===== config.mk =====
export PLATFORM = sky130hd
export DESIGN_NAME = collision_search_scheduler_flat
export DESIGN_NICKNAME = d
export VERILOG_FILES = /design/src/rtl/collision_search_scheduler_if.sv /design/src/rtl/collision_search_scheduler.sv /design/src/flat_wrapper.sv
export SDC_FILE = /design/constraint.sdc
export NUM_CORES = 1
export LEC_CHECK = 0
export ABC_AREA = 0
export CAP_MARGIN = 20
export CORE_UTILIZATION = 47
export DETAILED_ROUTE_END_ITERATION = 10
export GPL_TIMING_DRIVEN = 0
export PLACE_DENSITY = 0.94
export RECOVER_POWER = 25
export SLEW_MARGIN = 25
export SYNTH_ARGS = -nofsm -noshare
export SYNTH_HDL_FRONTEND = slang
export SYNTH_SLANG_ARGS = --single-unit

===== constraint.sdc =====
create_clock -name wClock -period 10.9 [get_ports wClock]
set_input_delay 1.635 -clock wClock [delete_from_list [all_inputs] [get_ports wClock]]
set_output_delay 1.635 -clock wClock [all_outputs]
set_load 0.02 [all_outputs]

===== src/rtl/collision_search_scheduler_if.sv =====
// -----------------------------------------------------------------------------
// collision_search_scheduler_if
//
// Purpose: bundles the command side (from the custom-instruction decode) and
// the searcher-array side of the collision search scheduler.
//
// Signals:
//   cmd_start      decode -> sched   one-cycle pulse, begin a new search
//   cmd_abort      decode -> sched   one-cycle pulse, cancel active search
//   target_in      decode -> sched   target value, sampled with cmd_start
//   srch_idle      array  -> sched   searcher i ready for a chunk
//   srch_hit       array  -> sched   searcher i found a collision (pulse)
//   srch_exhausted array  -> sched   searcher i finished chunk, no hit (pulse)
//   srch_result    array  -> sched   counter of searcher i at [32i+31:32i]
//   srch_start     sched  -> array   one-hot chunk dispatch pulse
//   srch_base      sched  -> array   chunk base counter
//   srch_target    sched  -> array   latched target
//   srch_kill      sched  -> array   abandon all work (pulse)
//   busy/found/exhausted/result/chunks_done  sched -> decode status
//
// Modports: master = scheduler side, slave = decode/searcher side.
// -----------------------------------------------------------------------------
interface collision_search_scheduler_if #(
  parameter int NUM_SEARCHERS = 4
);
  logic                         cmd_start;
  logic                         cmd_abort;
  logic [31:0]                  target_in;
  logic [NUM_SEARCHERS-1:0]     srch_idle;
  logic [NUM_SEARCHERS-1:0]     srch_hit;
  logic [NUM_SEARCHERS-1:0]     srch_exhausted;
  logic [32*NUM_SEARCHERS-1:0]  srch_result;
  logic [NUM_SEARCHERS-1:0]     srch_start;
  logic [31:0]                  srch_base;
  logic [31:0]                  srch_target;
  logic                         srch_kill;
  logic                         busy;
  logic                         found;
  logic                         exhausted;
  logic [31:0]                  result;
  logic [31:0]                  chunks_done;

  modport master (
    input  cmd_start, cmd_abort, target_in,
    input  srch_idle, srch_hit, srch_exhausted, srch_result,
    output srch_start, srch_base, srch_target, srch_kill,
    output busy, found, exhausted, result, chunks_done
  );

  modport slave (
    output cmd_start, cmd_abort, target_in,
    output srch_idle, srch_hit, srch_exhausted, srch_result,
    input  srch_start, srch_base, srch_target, srch_kill,
    input  busy, found, exhausted, result, chunks_done
  );
endinterface


===== src/rtl/collision_search_scheduler.sv =====
// -----------------------------------------------------------------------------
// collision_search_scheduler
//
// Purpose: deals fixed-size counter chunks of the 32-bit counter space to a
// pool of SHA-1 collision searcher cores on demand. The first valid hit is
// latched and all searchers are killed; if every chunk comes back empty the
// search reports exhausted.
//
// Ports:
//   wClock  clock
//   reset   asynchronous, active-high reset
//   bus     collision_search_scheduler_if.master (command, searcher and
//           status signals)
//
// Parameters:
//   NUM_SEARCHERS  number of searcher cores (1..16)
//   CHUNK_WIDTH    log2 of counters per chunk (8..31)
// -----------------------------------------------------------------------------
module collision_search_scheduler #(
  parameter int NUM_SEARCHERS = 4,
  parameter int CHUNK_WIDTH   = 24
) (
  input  logic                           wClock,
  input  logic                           reset,
  collision_search_scheduler_if.master   bus
);

  // Issue counter must be able to hold TOTAL_CHUNKS itself, hence one extra bit.
  localparam int                ICW          = 33 - CHUNK_WIDTH;
  localparam logic [ICW-1:0]    TOTAL_CHUNKS = ICW'(1) << (32 - CHUNK_WIDTH);
  localparam logic [31:0]       CHUNK_STEP   = 32'd1 << CHUNK_WIDTH;

  typedef enum logic [2:0] {
    ST_IDLE,
    ST_DISPATCH,
    ST_DRAIN,
    ST_FOUND,
    ST_EXHAUSTED
  } state_t;

  state_t                    state_q, state_d;
  logic [NUM_SEARCHERS-1:0]  outstanding_q, outstanding_d;
  logic [31:0]               next_base_q, next_base_d;
  logic [ICW-1:0]            issue_cnt_q, issue_cnt_d;
  logic [31:0]               target_q, target_d;
  logic                      found_q, found_d;
  logic                      exhausted_q, exhausted_d;
  logic [31:0]               result_q, result_d;
  logic [31:0]               chunks_done_q, chunks_done_d;
  logic [NUM_SEARCHERS-1:0]  srch_start_q, srch_start_d;
  logic [31:0]               srch_base_q, srch_base_d;
  logic                      srch_kill_q, srch_kill_d;
  logic                      busy_q, busy_d;

  // Pulses only count for searchers that actually own a chunk; anything else
  // is a leftover from before a kill.
  logic [NUM_SEARCHERS-1:0]  valid_hit;
  logic [NUM_SEARCHERS-1:0]  valid_exh;
  logic [NUM_SEARCHERS-1:0]  disp_cand;
  logic [NUM_SEARCHERS-1:0]  disp_pick;
  logic [NUM_SEARCHERS-1:0]  hit_pick;
  logic [31:0]               hit_value;
  logic [31:0]               lane_masked [NUM_SEARCHERS];
  logic [5:0]                done_inc;
  logic [32:0]               done_sum;
  logic [31:0]               done_sat;

  assign valid_hit = bus.srch_hit & outstanding_q;
  assign valid_exh = bus.srch_exhausted & outstanding_q;

  // Dispatch decision uses the registered mask, so a searcher whose exhausted
  // pulse arrives this cycle is not re-dispatched until the next one.
  assign disp_cand = bus.srch_idle & ~outstanding_q;

  // x & -x isolates the lowest set bit: lowest-index priority select.
  assign disp_pick = disp_cand & (-disp_cand);
  assign hit_pick  = valid_hit & (-valid_hit);

  generate
    for (genvar gi = 0; gi < NUM_SEARCHERS; gi++) begin : g_lane
      assign lane_masked[gi] = hit_pick[gi] ? bus.srch_result[32*gi +: 32] : 32'd0;
    end
  endgenerate

  // hit_pick is one-hot (or zero), so OR-ing the masked lanes is a mux.
  always_comb begin
    hit_value = 32'd0;
    for (int i = 0; i < NUM_SEARCHERS; i++) begin
      hit_value = hit_value | lane_masked[i];
    end
  end

  always_comb begin
    done_inc = 6'd0;
    for (int i = 0; i < NUM_SEARCHERS; i++) begin
      done_inc = done_inc + 6'(valid_exh[i]);
    end
  end

  assign done_sum = {1'b0, chunks_done_q} + {27'd0, done_inc};
  assign done_sat = done_sum[32] ? 32'hFFFF_FFFF : done_sum[31:0];

  // State register
  always_ff @(posedge wClock or posedge reset) begin
    if (reset) begin
      state_q       <= ST_IDLE;
      outstanding_q <= '0;
      next_base_q   <= 32'd0;
      issue_cnt_q   <= '0;
      target_q      <= 32'd0;
      found_q       <= 1'b0;
      exhausted_q   <= 1'b0;
      result_q      <= 32'd0;
      chunks_done_q <= 32'd0;
      srch_start_q  <= '0;
      srch_base_q   <= 32'd0;
      srch_kill_q   <= 1'b0;
      busy_q        <= 1'b0;
    end else begin
      state_q       <= state_d;
      outstanding_q <= outstanding_d;
      next_base_q   <= next_base_d;
      issue_cnt_q   <= issue_cnt_d;
      target_q      <= target_d;
      found_q       <= found_d;
      exhausted_q   <= exhausted_d;
      result_q      <= result_d;
      chunks_done_q <= chunks_done_d;
      srch_start_q  <= srch_start_d;
      srch_base_q   <= srch_base_d;
      srch_kill_q   <= srch_kill_d;
      busy_q        <= busy_d;
    end
  end

  // Next-state and output logic
  always_comb begin
    state_d       = state_q;
    outstanding_d = outstanding_q;
    next_base_d   = next_base_q;
    issue_cnt_d   = issue_cnt_q;
    target_d      = target_q;
    found_d       = found_q;
    exhausted_d   = exhausted_q;
    result_d      = result_q;
    chunks_done_d = chunks_done_q;
    srch_start_d  = '0;
    srch_base_d   = srch_base_q;
    srch_kill_d   = 1'b0;

    case (state_q)
      ST_DISPATCH, ST_DRAIN: begin
        // Completions are always counted, even in a hit or abort cycle.
        chunks_done_d = done_sat;
        outstanding_d = outstanding_q & ~valid_exh;

        if (bus.cmd_abort) begin
          srch_kill_d   = 1'b1;
          outstanding_d = '0;
          state_d       = ST_IDLE;
        end else if (|valid_hit) begin
          result_d      = hit_value;
          found_d       = 1'b1;
          srch_kill_d   = 1'b1;
          outstanding_d = '0;
          state_d       = ST_FOUND;
        end else if (state_q == ST_DISPATCH) begin
          if (|disp_pick) begin
            srch_start_d  = disp_pick;
            srch_base_d   = next_base_q;
            outstanding_d = outstanding_d | disp_pick;
            next_base_d   = next_base_q + CHUNK_STEP;
            issue_cnt_d   = issue_cnt_q + ICW'(1);
            if (issue_cnt_d == TOTAL_CHUNKS) begin
              state_d = ST_DRAIN;
            end
          end
        end else if (outstanding_d == '0) begin
          // Last chunk came back empty this cycle.
          exhausted_d = 1'b1;
          state_d     = ST_EXHAUSTED;
        end
      end

      ST_IDLE, ST_FOUND, ST_EXHAUSTED: begin
        if (bus.cmd_start) begin
          target_d      = bus.target_in;
          found_d       = 1'b0;
          exhausted_d   = 1'b0;
          result_d      = 32'd0;
          chunks_done_d = 32'd0;
          outstanding_d = '0;
          next_base_d   = 32'd0;
          issue_cnt_d   = '0;
          state_d       = ST_DISPATCH;
        end
      end

      default: begin
        state_d = ST_IDLE;
      end
    endcase

    busy_d = (state_d == ST_DISPATCH) || (state_d == ST_DRAIN);
  end

  assign bus.srch_start  = srch_start_q;
  assign bus.srch_base   = srch_base_q;
  assign bus.srch_target = target_q;
  assign bus.srch_kill   = srch_kill_q;
  assign bus.busy        = busy_q;
  assign bus.found       = found_q;
  assign bus.exhausted   = exhausted_q;
  assign bus.result      = result_q;
  assign bus.chunks_done = chunks_done_q;

endmodule


===== src/flat_wrapper.sv =====
// flat-port wrapper written by rule: the top's interface ports become plain ports
module collision_search_scheduler_flat 
#(
  parameter int NUM_SEARCHERS = 4,
  parameter int CHUNK_WIDTH   = 24
)
  (wClock, reset, bus_cmd_start, bus_cmd_abort, bus_target_in, bus_srch_idle, bus_srch_hit, bus_srch_exhausted, bus_srch_result, bus_srch_start, bus_srch_base, bus_srch_target, bus_srch_kill, bus_busy, bus_found, bus_exhausted, bus_result, bus_chunks_done);
  collision_search_scheduler_if #(.NUM_SEARCHERS(NUM_SEARCHERS)) bus_i ();
  input  logic wClock;
  input  logic reset;
  input wire logic [$bits(bus_i.cmd_start)-1:0] bus_cmd_start;
  input wire logic [$bits(bus_i.cmd_abort)-1:0] bus_cmd_abort;
  input wire logic [$bits(bus_i.target_in)-1:0] bus_target_in;
  input wire logic [$bits(bus_i.srch_idle)-1:0] bus_srch_idle;
  input wire logic [$bits(bus_i.srch_hit)-1:0] bus_srch_hit;
  input wire logic [$bits(bus_i.srch_exhausted)-1:0] bus_srch_exhausted;
  input wire logic [$bits(bus_i.srch_result)-1:0] bus_srch_result;
  output wire logic [$bits(bus_i.srch_start)-1:0] bus_srch_start;
  output wire logic [$bits(bus_i.srch_base)-1:0] bus_srch_base;
  output wire logic [$bits(bus_i.srch_target)-1:0] bus_srch_target;
  output wire logic [$bits(bus_i.srch_kill)-1:0] bus_srch_kill;
  output wire logic [$bits(bus_i.busy)-1:0] bus_busy;
  output wire logic [$bits(bus_i.found)-1:0] bus_found;
  output wire logic [$bits(bus_i.exhausted)-1:0] bus_exhausted;
  output wire logic [$bits(bus_i.result)-1:0] bus_result;
  output wire logic [$bits(bus_i.chunks_done)-1:0] bus_chunks_done;
  assign bus_i.cmd_start = bus_cmd_start;
  assign bus_i.cmd_abort = bus_cmd_abort;
  assign bus_i.target_in = bus_target_in;
  assign bus_i.srch_idle = bus_srch_idle;
  assign bus_i.srch_hit = bus_srch_hit;
  assign bus_i.srch_exhausted = bus_srch_exhausted;
  assign bus_i.srch_result = bus_srch_result;
  assign bus_srch_start = bus_i.srch_start;
  assign bus_srch_base = bus_i.srch_base;
  assign bus_srch_target = bus_i.srch_target;
  assign bus_srch_kill = bus_i.srch_kill;
  assign bus_busy = bus_i.busy;
  assign bus_found = bus_i.found;
  assign bus_exhausted = bus_i.exhausted;
  assign bus_result = bus_i.result;
  assign bus_chunks_done = bus_i.chunks_done;
  collision_search_scheduler #(.NUM_SEARCHERS(NUM_SEARCHERS), .CHUNK_WIDTH(CHUNK_WIDTH)) u_core (.wClock(wClock), .reset(reset), .bus(bus_i));
endmodule

# --- After elaboration in Yosys (flattened, before gate mapping) ---
# Cells that the tools add are included.
classes:
  mux: 52
  n_bitwise: 14
  order_cmp: 0
  multipliers: 0
  div: 0
  n_reduce_logical: 14
  eq_ne: 15
  shifts: 0
  addsub: 8
ops:
  columns: ["cell", "count"]
  rows:
  - ["32-bit two-way mux", 12]
  - ["32-bit one-hot mux with 2 select lines", 3]
  - ["32-bit OR", 3]
  - ["9-bit two-way mux", 5]
  - ["4-bit two-way mux", 10]
  - ["32-bit by 6-bit adder with 33-bit output", 1]
  - ["32-bit by 25-bit adder with 32-bit output, second input constant", 1]
  - ["4-bit AND", 6]
  - ["3-bit two-way mux", 7]
  - ["9-bit one-hot mux with 2 select lines", 1]
  - ["6-bit by 1-bit adder with 6-bit output", 2]
  - ["6-bit AND reduction", 2]
  - ["1-bit two-way mux", 10]
  - ["9-bit by 1-bit adder with 9-bit output, second input constant", 1]
  - ["3-bit by 2-bit equality test with 1-bit output, second input constant", 3]
  - ["9-bit equality test, second input constant", 1]
  - ["2-bit by 1-bit inequality test with 1-bit output, second input constant", 4]
  - ["2-bit inequality test, second input constant", 4]
  - ["4-bit negator", 2]
  - ["4-bit NOT", 2]
  - ["4-bit one-hot mux with 2 select lines", 1]
  - ["4-bit OR reduction", 2]
  - ["3-bit by 1-bit equality test with 1-bit output, second input constant", 2]
  - ["3-bit one-hot mux with 2 select lines", 1]
  - ["14 further kinds", 17]
word_totals:
  wordCells: 116
  latch_bits: 0
  input_bits: 176
  mem_count: 0
  out_inout_bits: 136
  mem_bits_ro: 0
  mem_bits_rw: 0
  reg_bits: 184

# --- Depth between registers and ports, before layout ---
# Gate-level depths: netlist (run 1).
depth:
  word_depth: 12
  mapped_depth: 14
  depth_no_buf: 13

# --- Worst setup path after synthesis (run 1) ---
# No wires, ideal clock.
synth_timing:
  path_type: "in2reg"
  from: "in bus_srch_exhausted[0]"
  to: "reg u_core.chunks_done_q[19] (netlist: u_core.bus.chunks_done[19])"
  arrival_ns: 4.559
  setup_ns: 0.099
  required_ns: 10.801
  path_stages: 13
  n_path_buf: 0
  path_slack_ns: 6.241
  cell_sequence: "and2_1 > ha_1 > inv_1 > fa_1 > inv_1 > ha_1 > inv_1 > fa_1 > or2b_2 > a2111o_1 > nor4_4 > nor2_1 > a311oi_1"
synth_between:
  elab_chain_len: 7
synth_lines:
  columns: ["item", "line", "source"]
  rows:
  - ["from (decl)", "flat_wrapper.sv:16", "input wire logic [$bits(bus_i.srch_exhausted)-1:0] bus_srch_exhausted;"]
  - ["4-bit AND", "collision_search_scheduler.sv:69", "assign valid_exh = bus.srch_exhausted & outstanding_q;"]
  - ["1-bit by 1-bit adder with 2-bit output", "collision_search_scheduler.sv:96", "done_inc = done_inc + 6'(valid_exh[i]);"]
  - ["6-bit by 1-bit adder with 6-bit output (2 in a row)", "collision_search_scheduler.sv:96", null]
  - ["32-bit by 6-bit adder with 33-bit output", "collision_search_scheduler.sv:100", "assign done_sum = {1'b0, chunks_done_q} + {27'd0, done_inc};"]
  - ["32-bit two-way mux", "collision_search_scheduler.sv:101", "assign done_sat = done_sum[32] ? 32'hFFFF_FFFF : done_sum[31:0];"]
  - ["32-bit one-hot mux with 2 select lines", "collision_search_scheduler.sv:151", "case (state_q)"]
  - ["to (signal assigned)", "collision_search_scheduler.sv:128", "chunks_done_q <= chunks_done_d;"]
  - ["to (decl)", "collision_search_scheduler.sv:49", "logic [31:0] chunks_done_q, chunks_done_d;"]
# No other way between the ends.
# A chain may end at the register's enable or synchronous reset.

# --- Worst setup path after layout (run 1) ---
layout_timing:
  from: "in bus_srch_exhausted[1]"
  to: "reg u_core.chunks_done_q[27] (netlist: u_core.bus.chunks_done[27])"
# Same word-level chain as after synthesis.

==> results_dict.tcl, run 1 <==
set metrics [dict create \
    crit_path_top_delay_cell "a21oi_1" \
    cts_setup_buffers 0 \
    status "finished, violations left" \
    maxCapViolCount 1 \
    cts-buffers-inserted 17 \
    yosys-top-cells-area "dfrtp_1 (46%), nand2_1 (9.5%), a222oi_1 (4.5%)" \
    critPathMaxFanout 6 \
    gp_congestion 0.9094 \
    netlist_area_mm2 0.007386 \
    drc 0 \
    timing.slew.headroom_pct -62.75 \
    worstHoldStart "u_core.bus.srch_target[9]$_DFFE_PP0P_" \
    p_leak_nw 4.801 \
    drt.antenna.violating_nets 0 \
    required_ps 11220 \
    core_area_mm2 0.01526 \
    viasPerCell 5.871 \
    async_flop_share_pct 100.0 \
    grt_pass1_wl_um 40780 \
    ys_seq_area_share_pct 46.08 \
    path_clk_slew_ps 60 \
    fp.dieW_um 127.4 \
    r2r-start "u_core.outstanding_q[0]$_DFFE_PP0P_" \
    clk_latency_ps 420 \
    yosysMostFrequentCell "nand2_1" \
    cts_resized 0 \
    tightestPinTransition_ps 2428 \
    hold_ws_ps 474.0 \
    end_kind "register" \
    report.final.setup_viol 0 \
    regArea_mm2 0.003403 \
    dieHeight_um 127.4 \
    critical_path_class "primary input to register" \
    synth_cells 819 \
    wl_um 27010 \
    drt_iter0_drc 841 \
    worst_slack_ps 5580 \
    synth.distinct_cells 74 \
    synth_top_area_share_pct 46.08 \
    hold_viol 0 \
    clockRootBuffer "clkbuf_16" \
    final_nets 1334 \
    start_util_pct 48.41 \
    final_max_slew_viol_count 52 \
    rsz0062_at_grt "false" \
    grt_pass1_vias 7492 \
    portBuffers 287 \
    path_cells "clkdlybuf4s50_1 > and2_1 > ha_1 > inv_1 > fa_1 > inv_1 > ha_1 > inv_1 > fa_1 > or2b_2 > a21oi_1 > nand4_1 > and4_1 > a211oi_1" \
    cts_tree "yes" \
    hold_buffers 0 \
    synth_commonest_cells "nand2_1 (186), dfrtp_1 (136), a21oi_1 (56)" \
    final_util_pct 73.84 \
    hpwlAfterDp_um 19680 \
    ioPinCount 312 \
    final_layout_size_suffix_gt1_share_pct 10.67 \
    synth_edf_count 0 \
    ir_drop_v 0.0001449 \
    tns_ps 0 \
    die_area_mm2 0.01622 \
    cts_sinks 136 \
    ys_seq_elements 136 \
    drt_first_pass_iters 8 \
    post-place-ws_ps 5313 \
    htree_levels 4 \
    cp_common_cell "inv_1" \
    cts_max_path_buffers 2 \
    power_mw 1.691 \
    skew_ps 8.584 \
    grt_max_degree 86 \
    critPathMaxStageDelay_ps 480 \
    period_share_pct 48.81 \
    rows 45 \
    track_usage_pct 33.00 \
    fin_crit_ps 5320 \
    grt_overflow 0 \
    syn2layout_area_growth_pct 52.55 \
    p_per_area_mw_per_mm2 150.1 \
    wl_per_cell_um 19.63 \
    synth-main-ff-cell "dfrtp_1" \
    critPathArrivalTime_ps 5640 \
    timing.fmax_ghz 0.1880 \
    critPathLaunchType "primary input" \
    yosys_warnings 0 \
    fill_cells 1052 \
    multi_input_area_mm2 0.003580 \
    antenna_found_initial 2 \
    critPathLaunch "bus_srch_exhausted[1]" \
    violations "capacitance limit, slew limit" \
    vias 8079 \
    worst_hold_path_type "register to register" \
    yosys.area.top_type "dfrtp_1" \
    postSynthAreaPerCell_um2 9.018 \
]
[cell families after synthesis]
group,synth area share (%)
AND/OR/NAND/NOR,21.45
AO/OA/AOI/OAI,22.95
flip-flops,46.08
multiplexers,0.4235
buffers and inverters,6.708
other,0.05077
adder cells (fa/ha/maj),1.863
XOR/XNOR,0.4744
[flip-flops by register name, indices dropped and copies added, names as in the netlist, 3 cells and up]
name                    cells
u_core.bus.srch_start       4
u_core.bus.srch_target     32
u_core.state_q              3
u_core.next_base_q          8
u_core.bus.chunks_done     32
u_core.bus.result          32
u_core.bus.srch_base        8
u_core.outstanding_q        4
u_core.issue_cnt_q          9
[final timing paths]
path	to	slack, ps	depth (start not counted)
worst max-delay path	u_core.bus.chunks_done[27]$_DFFE_PP0P_	5580	14
worst min-delay path	u_core.bus.srch_target[9]$_DFFE_PP0P_	470	2
worst max register to register	u_core.bus.chunks_done[27]$_DFFE_PP0P_	6780	13
worst min register to register	u_core.bus.srch_target[9]$_DFFE_PP0P_	470	2
max in group asynchronous	u_core.bus.result[20]$_DFFE_PP0P_	7360	3
min in group asynchronous	u_core.bus.srch_target[25]$_DFFE_PP0P_	2330	2
[metrics by stage]
step	instances	instance area, µm²
floorplan	842	7472
global placement	1340	10610
detailed placement	1341	10650
CTS	1373	11270
global route	1375	11260
finish	1376	11270
[worst max-delay path: cells and delay by family]
family | cells | cell delay [ps]
AOI/OAI and AO/OA | 2 | 730
and+or+nand+nor | 4 | 1350
adders and majority gates | 4 | 1280
buffers and inverters | 4 | 640
[cell type report]
cell class | count | share of cell area, %
multi-input combinational | 605 | 31.77
sequential | 136 | 30.21
timing repair buffer | 288 | 25.74
clock buffer | 17 | 3.776
buffer | 74 | 3.498
tap | 211 | 2.343
clock inverter | 15 | 1.688
inverter | 27 | 0.9106
antenna | 3 | 0.06663
[where the power goes]
part | internal, mW | switching (mW) | total [mW]
combinational | 0.211 | 0.270 | 0.480
clock | 0.365 | 0.242 | 0.607
sequential | 0.562 | 0.0415 | 0.604
[metal layers]
layer | global-route usage (%) | wire (µm)
met1 | 41.69 | 10390
met2 | 54.13 | 13040
met3 | 8.250 | 2517
met4 | 13.66 | 1062
met5 | 0 | 0
[layout by cell type, fill, tap and decap left out, drive strengths merged, types with 4 or more instances in the layout]
master           n
conb            24
nor3            14
clkinvlp         4
buf             35
clkdlybuf4s50  286
inv             32
or4              5
nand3           19
nand4           10
a21oi           56
dfrtp          136
a211oi           8
nand2b           5
clkbuf          57
and3            13
a222oi          33
nor4             6
o211ai           5
and4             7
and2            11
o21ai           45
nand2          186
nor2            31
or3              6
a31oi           17
nor2b            6
a31o            33
ha               7
a21o             4
Note: power is estimated with default switching activity, not from simulation.
==> run 2, diff against run 1 <==
--- a/config.mk
+++ b/config.mk
@@ -7,10 +7,10 @@
 export LEC_CHECK = 0
 export ABC_AREA = 0
 export CAP_MARGIN = 20
-export CORE_UTILIZATION = 47
+export CORE_UTILIZATION = 39
 export DETAILED_ROUTE_END_ITERATION = 10
 export GPL_TIMING_DRIVEN = 0
-export PLACE_DENSITY = 0.94
+export PLACE_DENSITY = 0.84
 export RECOVER_POWER = 25
 export SLEW_MARGIN = 25
 export SYNTH_ARGS = -nofsm -noshare
==> constraint.sdc (replaced) <==
create_clock -name wClock -period 4.35 [get_ports wClock]
set_input_delay 0.6525 -clock wClock [delete_from_list [all_inputs] [get_ports wClock]]
set_output_delay 0.6525 -clock wClock [all_outputs]
set_load 0.02 [all_outputs]
==> results_dict.tcl, run 2 (synthesis results as in run 1) <==
set metrics [dict create \
    cts_sinks 136 \
    cp_top_family "adder cells" \
    skew_ps 7.843 \
    crit_path_top_delay_cell "a2111o_1" \
    track_usage_pct 27.44 \
    p_leak_nw 4.804 \
    maxCapViolCount 1 \
    post-place-ws_ps -283.7 \
    cts_tree "yes" \
    critPathMaxFanout 5 \
    gp_congestion 0.9974 \
    critPathArrivalTime_ps 4410 \
    crit_buf_inv 4 \
    drt.antenna.violating_nets 0 \
    status "finished, violations left" \
    timing.fmax_ghz 0.2439 \
    grt_pass1_wl_um 41480 \
    grt_pass1_vias 7618 \
    final_nets 1334 \
    worst_slack_ps 250.6 \
    cp_common_cell "inv_1" \
    final_cell_area_mm2 0.01130 \
    report.final.setup_viol 0 \
    tns_ps 0 \
    start_util_pct 40.43 \
    clockRootBuffer "clkbuf_16" \
    portBuffers 287 \
    final_common_cell "clkdlybuf4s50_1" \
    place_area_mm2 0.01067 \
    ir_drop_v 0.0003448 \
    critical_path_class "primary input to register" \
    p_per_area_mw_per_mm2 377.0 \
    grt_max_degree 93 \
    path_clk_slew_ps 60 \
    end_kind "register" \
    cts_setup_buffers 0 \
    drc 0 \
    hold_viol 0 \
    worst_hold_path_type "register to register" \
    dieHeight_um 139.6 \
    die_area_mm2 0.01949 \
    wl_um 26760 \
    final_max_slew_viol_count 46 \
    final_layout_size_suffix_gt1_share_pct 10.67 \
    cts_max_path_buffers 2 \
    clk_latency_ps 420 \
    required_ps 4660 \
    core_area_mm2 0.01827 \
    vias 7828 \
    tightestPinTransition_ps 1958 \
    ioPinCount 312 \
    syn2layout_area_growth_pct 53.01 \
    hold_buffers 0 \
    timing.slew.headroom_pct -31.23 \
    period_share_pct 94.24 \
    rows 49 \
    rsz0062_at_grt "false" \
    antenna_found_initial 6 \
    fin_crit_ps 4099 \
    htree_levels 4 \
    cts_resized 0 \
    drt_iter0_drc 585 \
    hpwlAfterDp_um 20100 \
    fp.dieW_um 139.6 \
    drt_first_pass_iters 9 \
    layout_common_cells "clkdlybuf4s50_1 (286), nand2_1 (186), dfrtp_1 (136), a21oi_1 (55), o21ai_0 (45)" \
    path_cells "clkdlybuf4s50_1 > and2_1 > ha_1 > inv_1 > fa_1 > inv_1 > ha_1 > inv_1 > fa_1 > or2b_2 > a2111o_1 > nor4_4 > nor2_1 > a311oi_1" \
    wl_per_cell_um 19.15 \
    critPathLaunchType "primary input" \
    violations "capacitance limit, slew limit" \
    grt_overflow 0 \
    viasPerCell 5.603 \
    cts-buffers-inserted 17 \
    critPathMaxStageDelay_ps 520 \
]
run 2: cell types whose count changed in the layout (fill, tap and decap cells not counted), sizes merged:
cell | before | now
clkinv | 3 | 4
clkbuf | 57 | 60
diode | 3 | 6
buf | 35 | 34
inv | 32 | 29
clkinvlp | 4 | 3
bufinv | 3 | 4
run 2: final cells by class:
cell class                      instances  area (µm²)
Clock inverter                         13       192.7
Antenna cell                            6       15.01
Inverter                               27       102.6
Tap cell                              229       286.5
Buffer                                 74       394.1
Sequential cell                       136        3403
Fill cell                            1597        6969
Clock buffer                           19       442.9
Timing Repair Buffer                  288        2880
Multi-Input combinational cell        605        3583
run 2: through the flow:
stage          power [mW]  hold WS [ps]  std cells  utilization [%]
2_1_floorplan       2.116         452.9        842                -
5_1_grt             4.459         496.7       1397            61.85
4_1_cts             4.287         478.5       1391            61.86
3_3_place_gp        2.684         457.2       1358            58.19
6_report            4.260         469.9       1397            61.85
3_5_place_dp        2.715         463.4       1359            58.38
run 2: worst paths after layout:
| path | startpoint | to | slack (ps) | cells past startpoint |
|---|---|---|---|---|
| worst max-delay path | bus_srch_exhausted[1] | u_core.bus.chunks_done[19]$_DFFE_PP0P_ | 250 | 14 |
| worst min-delay path | u_core.bus.srch_target[3]$_DFFE_PP0P_ | u_core.bus.srch_target[3]$_DFFE_PP0P_ | 470 | 2 |
| worst max register to register | u_core.outstanding_q[0]$_DFFE_PP0P_ | u_core.bus.chunks_done[19]$_DFFE_PP0P_ | 480 | 13 |
| worst min register to register | u_core.bus.srch_target[3]$_DFFE_PP0P_ | u_core.bus.srch_target[3]$_DFFE_PP0P_ | 470 | 2 |
| max in group asynchronous | reset | u_core.bus.srch_target[2]$_DFFE_PP0P_ | 1000 | 3 |
| min in group asynchronous | reset | u_core.bus.srch_target[10]$_DFFE_PP0P_ | 1190 | 2 |
run 2: layer usage:
metal / vias to the layer above / global-route usage [%] / share of wire [%]
li1: 3608 / - / -
met1: 3796 / 33.57 / 40
met2: 367 / 45.73 / 49
met3: 57 / 5.678 / 7.2
met4: 0 / 14.40 / 4.5
met5: - / 0 / 0
run 2: worst register-to-register path, stage by stage (launching register included):
cell	delay (ps)
dfrtp_1	450
and2_1	180
ha_1	290
inv_1	70
fa_1	410
inv_1	70
ha_1	200
inv_1	70
fa_1	390
or2b_2	380
a2111o_1	520
nor4_4	250
nor2_1	170
a311oi_1	310
run 2: power breakdown:
group          internal, mW  total (mW)  leakage [nW]  switching (mW)
logic                 0.526        1.19          2.66           0.662
registers              1.41        1.51          1.84           0.101
clock network         0.982        1.56         0.305           0.579
total                  2.92        4.26          4.80            1.34
==> run 3, diff against run 2 <==
--- a/config.mk
+++ b/config.mk
@@ -7,10 +7,10 @@
 export LEC_CHECK = 0
 export ABC_AREA = 0
 export CAP_MARGIN = 20
-export CORE_UTILIZATION = 39
+export CORE_UTILIZATION = 43
 export DETAILED_ROUTE_END_ITERATION = 10
 export GPL_TIMING_DRIVEN = 0
-export PLACE_DENSITY = 0.84
+export PLACE_DENSITY = 0.88
 export RECOVER_POWER = 25
 export SLEW_MARGIN = 25
 export SYNTH_ARGS = -nofsm -noshare
==> constraint.sdc (replaced) <==
create_clock -name wClock -period 4.1 [get_ports wClock]
set_input_delay 0.615 -clock wClock [delete_from_list [all_inputs] [get_ports wClock]]
set_output_delay 0.615 -clock wClock [all_outputs]
set_load 0.02 [all_outputs]
==> results_dict.tcl, run 3 (synthesis results as in run 1) <==
set metrics [dict create \
    status "finished, violations left" \
    violations "capacitance limit, slew limit" \
    fin_crit_ps 3874 \
    drt.antenna.violating_nets 0 \
    ioPinCount 312 \
    timing.fmax_ghz 0.2581 \
    critPathLaunch "bus_srch_exhausted[1]" \
    ir_drop_v 0.0004609 \
    fp.dieW_um 133.1 \
    tightestPinTransition_ps 1672 \
    crit_path_top_delay_cell "clkdlybuf4s50_1" \
    grt_pass1_vias 7483 \
    final_common_cell "clkdlybuf4s50_1" \
    wl_um 25950 \
    critPathArrivalTime_ps 4200 \
    cp_top_family "adder cells" \
    grt_overflow 0 \
    grt_max_degree 31 \
    period_share_pct 94.49 \
    clockRootBuffer "clkbuf_16" \
    rsz0062_at_grt "false" \
    report.final.setup_viol 0 \
    required_ps 4430 \
    tns_ps 0 \
    hpwlAfterDp_um 19240 \
    cts_tree "yes" \
    portBuffers 287 \
    hold_viol 0 \
    path_clk_slew_ps 60 \
    fill_cells 1283 \
    rows 47 \
    maxCapViolCount 1 \
    regArea_mm2 0.003403 \
    end_kind "register" \
    final_max_slew_viol_count 31 \
    critPathLaunchType "primary input" \
    cts_sinks 136 \
    clk_latency_ps 420 \
    cp_common_cell "inv_1" \
    timing.slew.headroom_pct -11.45 \
    worst_hold_path_type "register to register" \
    viasPerCell 5.619 \
    worstHoldStart "u_core.bus.srch_base[24]$_DFFE_PP0P_" \
    path_cells "clkdlybuf4s50_1 > and2_1 > ha_1 > inv_1 > fa_1 > inv_1 > ha_1 > inv_1 > fa_1 > or2b_4 > a2111o_1 > nor4_4 > nor2_1 > a311oi_1" \
    grt_pass1_wl_um 40140 \
    die_area_mm2 0.01771 \
    gp_congestion 0.9258 \
    r2r-start "u_core.outstanding_q[0]$_DFFE_PP0P_" \
    cts-buffers-inserted 17 \
    cts_max_path_buffers 2 \
    start_util_pct 44.22 \
    antenna_found_initial 6 \
    final_nets 1342 \
    crit_buf_inv 4 \
    htree_levels 4 \
    ff2ff_setup_slack_ps 410 \
    vias 7839 \
    wl_per_cell_um 18.60 \
    layout_common_cells "clkdlybuf4s50_1 (286), nand2_1 (186), dfrtp_1 (136), a21oi_1 (55), o21ai_0 (45)" \
    critPathMaxFanout 5 \
    syn2layout_area_growth_pct 53.92 \
    p_leak_nw 4.845 \
    track_usage_pct 29.32 \
    hold_ws_ps 472.1 \
    final_layout_size_suffix_gt1_share_pct 11.11 \
    drt_first_pass_iters 8 \
    drc 0 \
    core_area_mm2 0.01670 \
    critPathMaxStageDelay_ps 450 \
    critical_path_class "primary input to register" \
    skew_ps 6.031 \
    dieHeight_um 133.1 \
    p_per_area_mw_per_mm2 399.2 \
    multi_input_area_mm2 0.003595 \
    drt_iter0_drc 622 \
]
==> run 3: per-layer routing <==
metal  global-route usage [%]  vias up  part of all wire, %
met5                        0        -                    0
met4                    11.37        0                  2.6
met3                    7.203       45                  7.9
met2                    48.63      397                   49
met1                    36.74     3763                   41
li1                         -     3634                    -
==> run 3: path summary, 6_finish.rpt <==
path,depth (start not counted),to
hold / removal,2,u_core.bus.srch_base[24]$_DFFE_PP0P_
max in group asynchronous,4,u_core.bus.result[22]$_DFFE_PP0P_
setup / recovery,14,u_core.bus.chunks_done[19]$_DFFE_PP0P_
min in group asynchronous,2,u_core.bus.srch_target[23]$_DFFE_PP0P_
hold reg to reg,2,u_core.bus.srch_base[24]$_DFFE_PP0P_
setup reg to reg,13,u_core.bus.chunks_done[19]$_DFFE_PP0P_
==> run 3: area by class of cell <==
class                      count  share of cell area, %
multi-input combinational    605                  31.62
sequential                   136                  29.94
timing repair buffer         296                  25.84
clock buffer                  21                  4.226
buffer                        74                  3.467
tap                          220                  2.421
clock inverter                11                  1.475
inverter                      27                 0.9025
antenna                        5                 0.1101
==> run 3: tightest hold or removal path, stage by stage, from the launching register on <==
cell and delay, ps:
dfrtp_1 340, nand2_1 50, nand2_1 50
==> run 3: repair_timing <==
item | in CTS | in global routing
endpoints found under the setup margin | 3 | 18
gates cloned | 0 | 0
resized for setup | 1 | 3
setup buffers | 0 | 4
hold buffers | 0 | 0
pin swaps | 0 | 4
==> run 3: power breakdown <==
group          switching [mW]  internal (mW)
logic                   0.703          0.560
clock network           0.592           1.08
registers               0.105           1.49
total                    1.40           3.14
==> run 3: metrics by stage <==
step | area, µm² | power [mW] | util (%) | std cells | setup WS [ps]
final | 11370 | 4.538 | 68.07 | 1395 | 225.9
after global routing | 11370 | 4.737 | 68.07 | 1395 | 83.73
after CTS | 11390 | 4.562 | 68.21 | 1386 | 84.83
after detailed placement | 10740 | 2.883 | 64.30 | 1354 | -465.3
after global placement | 10620 | 2.841 | 63.61 | 1349 | -384.6
after floorplan | 7476 | 2.245 | - | 842 | 461.3
